### src/rtl/core_run_monitor.sv
// Run monitor for the RV32IMC core: halt detection, run statistics, then a data-memory compare sweep.
// Define RUN_MON_STALL_PROFILE_EN to build the longest-stall-run profiler behind stall_max.
module core_run_monitor #(
   parameter int INST_W      = 32,
   parameter int ADDR_W      = 10,
   parameter int DATA_W      = 32,
   parameter int CNT_W       = 32,
   parameter int HALT_REPEAT = 10,
   parameter int SWEEP_BASE  = 0,
   parameter int SWEEP_LAST  = 2**ADDR_W - 1,
   parameter int RD_LAT      = 1
) (
   input  logic              CLK,
   input  logic              rst,
   input  logic [INST_W-1:0] inst,
   input  logic              stall,
   input  logic              flush,
   output logic [ADDR_W-1:0] con_addr,
   input  logic [DATA_W-1:0] con_out,
   input  logic [DATA_W-1:0] exp_data,
   output logic              halted,
   output logic              done,
   output logic [CNT_W-1:0]  cycle_count,
   output logic [CNT_W-1:0]  stall_count,
   output logic [CNT_W-1:0]  flush_count,
   output logic [CNT_W-1:0]  stall_max,
   output logic [CNT_W-1:0]  pass_count,
   output logic [CNT_W-1:0]  fail_count,
   output logic              first_fail_valid,
   output logic [ADDR_W-1:0] first_fail_addr,
   output logic              cmp_valid,
   output logic              cmp_pass,
   output logic [ADDR_W-1:0] cmp_addr
);

   typedef enum logic [1:0] {S_RUN, S_SWEEP, S_DRAIN, S_DONE} state_t;

   localparam int                REP_W     = $clog2(HALT_REPEAT + 1);
   localparam logic [REP_W-1:0]  REP_HALT  = REP_W'(HALT_REPEAT - 1);
   localparam logic [REP_W-1:0]  REP_SAT   = REP_W'(HALT_REPEAT);
   localparam logic [ADDR_W-1:0] BASE_ADDR = ADDR_W'(SWEEP_BASE);
   localparam logic [ADDR_W-1:0] LAST_ADDR = ADDR_W'(SWEEP_LAST);

   function automatic logic [CNT_W-1:0] sat_inc(input logic [CNT_W-1:0] v);
      return (&v) ? v : v + CNT_W'(1);
   endfunction

   state_t              state, state_next;
   logic [INST_W-1:0]   last_inst;
   logic [REP_W-1:0]    rep;
   logic                inst_same, halt_hit, issue, sweep_end, pipe_busy, data_match;
   logic [RD_LAT-1:0]   pipe_valid;
   logic [ADDR_W-1:0]   pipe_addr [RD_LAT];

   assign inst_same  = (inst == last_inst);
   assign halt_hit   = (state == S_RUN) && inst_same && (rep == REP_HALT);
   assign issue      = (state == S_SWEEP);
   assign sweep_end  = issue && (con_addr == LAST_ADDR);
   assign pipe_busy  = |pipe_valid;
   assign data_match = (con_out == exp_data);

   // NOTE: sequential state uses <= so every register samples pre-edge values regardless of statement order.
   always_ff @(posedge CLK) begin
      if (rst) state <= S_RUN;
      else     state <= state_next;
   end

   always_comb begin
      // NOTE: default assignment first so no path leaves state_next unassigned (no latch).
      state_next = state;
      case (state)
         S_RUN:   if (halt_hit)   state_next = S_SWEEP;
         S_SWEEP: if (sweep_end)  state_next = S_DRAIN;
         S_DRAIN: if (!pipe_busy) state_next = S_DONE;
         default: state_next = S_DONE;
      endcase
   end

   always_ff @(posedge CLK) begin
      if (rst) begin
         last_inst   <= '0;
         rep         <= '0;
         cycle_count <= '0;
         stall_count <= '0;
         flush_count <= '0;
         halted      <= 1'b0;
         con_addr    <= '0;
      end else begin
         case (state)
            S_RUN: begin
               if (inst_same) begin
                  if (rep != REP_SAT) rep <= rep + REP_W'(1);
               end else begin
                  rep       <= '0;
                  last_inst <= inst;
               end
               cycle_count <= sat_inc(cycle_count);
               if (stall) stall_count <= sat_inc(stall_count);
               if (flush) flush_count <= sat_inc(flush_count);
               if (halt_hit) begin
                  halted   <= 1'b1;
                  con_addr <= BASE_ADDR;
               end
            end
            S_SWEEP: if (!sweep_end) con_addr <= con_addr + ADDR_W'(1);
            default: ;
         endcase
      end
   end

   always_ff @(posedge CLK) begin
      if (rst)                               done <= 1'b0;
      else if (state == S_DRAIN && !pipe_busy) done <= 1'b1;
   end

   // Read-latency pipe: the valid bits are reset so a reset mid-sweep drops all in-flight compares.
   always_ff @(posedge CLK) begin
      if (rst) begin
         pipe_valid       <= '0;
         cmp_valid        <= 1'b0;
         cmp_pass         <= 1'b0;
         cmp_addr         <= '0;
         pass_count       <= '0;
         fail_count       <= '0;
         first_fail_valid <= 1'b0;
         first_fail_addr  <= '0;
      end else if (state != S_DONE) begin
         pipe_valid[0] <= issue;
         for (int i = 1; i < RD_LAT; i++) pipe_valid[i] <= pipe_valid[i-1];
         cmp_valid <= pipe_valid[RD_LAT-1];
         if (pipe_valid[RD_LAT-1]) begin
            cmp_addr <= pipe_addr[RD_LAT-1];
            cmp_pass <= data_match;
            if (data_match) begin
               pass_count <= sat_inc(pass_count);
            end else begin
               fail_count <= sat_inc(fail_count);
               if (!first_fail_valid) begin
                  first_fail_valid <= 1'b1;
                  first_fail_addr  <= pipe_addr[RD_LAT-1];
               end
            end
         end
      end
   end

   // NOTE: the address pipe has no reset; its contents are only used where the matching valid bit is set.
   always_ff @(posedge CLK) begin
      pipe_addr[0] <= con_addr;
      for (int i = 1; i < RD_LAT; i++) pipe_addr[i] <= pipe_addr[i-1];
   end

`ifdef RUN_MON_STALL_PROFILE_EN
   logic [CNT_W-1:0] stall_run, stall_run_inc;

   assign stall_run_inc = sat_inc(stall_run);

   always_ff @(posedge CLK) begin
      if (rst) begin
         stall_run <= '0;
         stall_max <= '0;
      end else if (state == S_RUN) begin
         if (stall) begin
            stall_run <= stall_run_inc;
            if (stall_run_inc > stall_max) stall_max <= stall_run_inc;
         end else begin
            stall_run <= '0;
         end
      end
   end
`else
   assign stall_max = '0;
`endif

endmodule

### config.mk
export PLATFORM = sky130hd
export DESIGN_NAME = core_run_monitor
export DESIGN_NICKNAME = d
export VERILOG_FILES = /design/src/rtl/core_run_monitor.sv
export SDC_FILE = /design/constraint.sdc
export NUM_CORES = 1
export LEC_CHECK = 0
export CAP_MARGIN = 30
export CORE_MARGIN = 3
export CORE_UTILIZATION = 49
export CTS_CLUSTER_SIZE = 24
export DETAILED_ROUTE_END_ITERATION = 6
export MAX_ROUTING_LAYER = met4
export PLACE_DENSITY = 0.81
export RECOVER_POWER = 25
export SYNTH_ARGS = -nofsm -noshare
export SYNTH_HDL_FRONTEND = slang
export SYNTH_SLANG_ARGS = --single-unit
### constraint.sdc
create_clock -name CLK -period 2.7 [get_ports CLK]
set_input_delay 0.27 -clock CLK [delete_from_list [all_inputs] [get_ports CLK]]
set_output_delay 0.27 -clock CLK [all_outputs]
set_load 0.05 [all_outputs]
==> out/qor.csv <==
stage,metric,value,unit
outcome,status,"complete, no violations",
timing,slew_viol_final,0,
worst_setup_path,path_class,primary input to flip-flop,
place,dp_cells,2005,
worst_setup_path,slowest_stage,clkbuf_2,
worst_setup_path,crit_fanout,26,
place,routabilityCongestion,0.923,
power_and_ir_drop,p_switching,1.80,mW
logic_synthesis,synth_seq_cells,244,
clock_network,clk_pin_slew_worst_paths,0.06,ns
grt,grt_pass1_vias,11074,
finish,nets,1824,
route,vias,11430,
logic_synthesis,ys_seq_area_share,41.2,%
grt,grt_util_all_layers,25.4,%
logic_synthesis,postSynth.asyncResetShare,0,%
floorplanning,rows,56,
grt,overflow,0,
worst_setup_path,worstPathRequired,3.11,ns
logic_synthesis,avgSynthCellArea,8.39,um^2
grt,antenna_found_initial,0,
timing,min_period,2.47,ns
clock_network,clkSinkCount,244,
power_and_ir_drop,fin_total_pwr,7.92,mW
worst_setup_path,critPathTopFamily,buffers and inverters,
finish,final_common_cell,dfxtp_1,
grt,grt_max_degree,93,
power_and_ir_drop,pwr-share-seq,46.3,%
worst_setup_path,crit_chain,"clkdlybuf4s50_1, xor2_1, nor4_1, buf_4, nand4_1, buf_4, o21ai_4, clkbuf_2, nor4_1, mux2_2",
finish,drive_gt1_share,6.28,%
place,port_buffers,294,
route,initialDrtViolationCount,513,
timing,finalHoldViolCount,0,
power_and_ir_drop,leakage,5.65,nW
power_and_ir_drop,power_density,491,mW/mm^2
timing,rsz0062_at_grt,false,
power_and_ir_drop,pwr-share-comb,6.9,%
route,viasPerCell,5.56,
worst_setup_path,cp_data_arrival_time,2.88,ns
power_and_ir_drop,power.internal,6.12,mW
clock_network,clock_path_buffers,3,
worst_hold_path,hp-class,primary input to flip-flop,
finish,final_cell_mix,"dfxtp_1, clkdlybuf4s50_1, nor2_1, nand2_1",
grt,grt_pass1_wl,54600,um
finish,syn_to_final_growth,36.0,%
timing,tightest_slew,0.861,ns
floorplanning,core,0.0236,mm^2
route,ant_nets,0,
clock_network,clock-root-buffer,clkbuf_16,
timing,relSlewSlack,42.6,%
timing,skew,0.0191,ns
route,wl_per_cell,16.6,um
clock_network,cts_made_buffers,27,
place,placed_cell_area,0.0153,mm^2
floorplanning,die_area,0.0261,mm^2
clock_network,cts_resized,0,
finish,postLayoutCellArea,0.0161,mm^2
timing,setup_viol,0,
floorplanning,start_util,50.3,%
logic_synthesis,synth_flop_cell,dfxtp_1,
floorplanning,io_pins,327,
power_and_ir_drop,swShare,22.8,%
route,drcViolationCount,0,
worst_setup_path,max_stage_delay,0.53,ns
logic_synthesis,synth_area,0.0119,mm^2
route,dr.pass1.iters,7,
clock_network,cts_tree,built,
place,dp_hpwl,25000,um
logic_synthesis,yosysUniqueCellTypes,57,
worst_setup_path,crit_buf_inv,4,
logic_synthesis,syn_inst,1415,
worst_setup_path,startpoint_type,primary input,
timing,timing.final.crit_share,91.6,%
clock_network,insertion_delay,0.53,ns
power_and_ir_drop,p_clk_share,46.7,%
clock_network,htree_levels,1,
timing,max_freq,404,MHz
timing,hold-worst-slack,0.120,ns
logic_synthesis,synth_edf_count,0,
finish,final_cells,2054,
floorplanning,die_h,162,um
worst_setup_path,reg2reg_setup_slack,0.28,ns
finish,diodes,0,
worst_setup_path,end_kind,flip-flop,
power_and_ir_drop,ir_drop,0.000517,V
clock_network,hold_buffers,0,
floorplanning,die_width,162,um
clock_network,cts_setup_buffers,0,
route,drt-total-wl,34200,um
logic_synthesis,yosys_warnings,0,
job,max_cap_violations,0,
==> stage by stage <==
stage | utilization [%] | TNS [ns] | setup WS [ns]
floorplan | - | 0 | 0.0728
global placement | 64.8 | -1.62 | -0.0774
detailed placement | 64.8 | -4.07 | -0.170
CTS | 68.6 | 0 | 0.302
global route | 68.3 | 0 | 0.113
finish | 68.3 | 0 | 0.227
==> worst paths after layout <==
path / startpoint / endpoint / depth (start not counted)
max: exp_data[26] / fail_count[6]$_SDFFE_PP0P_ / 10
min reg2reg: con_addr[1]$_SDFFE_PP0P_ / pipe_addr[0][1]$_DFF_P_ / 0
max reg2reg: fail_count[3]$_SDFFE_PP0P_ / fail_count[30]$_SDFFE_PP0P_ / 6
min: rst / cycle_count[28]$_SDFFE_PP0P_ / 2
==> power by group through the flow <==
stage / registers, mW / clock network, mW / logic, mW
floorplan: 3.78 / 0 / 0.312
global placement: 3.75 / 0 / 0.539
detailed placement: 3.75 / 0 / 0.550
CTS: 3.67 / 3.78 / 0.553
global route: 3.67 / 3.90 / 0.586
finish: 3.67 / 3.70 / 0.550
==> per-layer routing <==
metal	track usage (%)	share of wire, %	vias to the layer above	wire length [um]
li1	-	-	5575	-
met1	28.9	40	5384	13700
met2	43.9	48	403	16500
met3	7.13	9.0	68	3090
met4	7.33	2.5	0	864
met5	-	0	-	0
==> registers in the layout, indices dropped and copies added, names as in the netlist, 2 cells and up <==
register and cells:
pass_count 32, cycle_count 32, state 2, rep 4, con_addr 10, cmp_addr 10, pipe_addr 10, first_fail_addr 10
fail_count 32, stall_count 32, flush_count 32, last_inst 32
==> cell usage after synthesis (all sizes together) (2+ instances only) <==
cell type,instances,area [um^2]
o31ai,9,67.6
clkbuf,60,225
dfxtp,244,4880
nand2b,2,12.5
ha,9,113
nor4,37,238
o31a,2,17.5
or3b,2,17.5
inv,16,60.1
or3,50,313
and4,19,166
nand3b,9,67.6
nand4,86,538
a31oi,5,31.3
nor2,160,603
a211o,2,17.5
nor3,39,195
nor2b,9,56.3
o21ai,48,240
nor3b,2,15.0
xnor2,78,683
or4,20,150
a21oi,86,430
nand3,68,340
xor2,73,639
nor4b,3,32.5
nand2,105,394
o211ai,5,37.5
and2,10,62.6
and3,34,213
or2,4,25.0
buf,50,332
o21a,11,82.6
mux2,8,90.1
mux2i,36,360
==> cells by family after synthesis <==
logic type	synth area share [%]
other	0.0316
XOR/XNOR	11.1
AND/OR/NAND/NOR	29.2
AO/OA/AOI/OAI	8.47
adder cells (fa/ha/maj)	0.949
flip-flops	41.2
multiplexers	3.80
buffers and inverters	5.23
==> final cells by class <==
class | count | area [um^2]
clock buffer | 39 | 801
clock inverter | 10 | 105
fill | 1906 | 7480
inverter | 17 | 63.8
multi-input combinational | 1075 | 6490
sequential | 244 | 4880
tap | 319 | 399
timing repair buffer | 350 | 3400
Note: power is estimated with default switching activity, not from simulation.
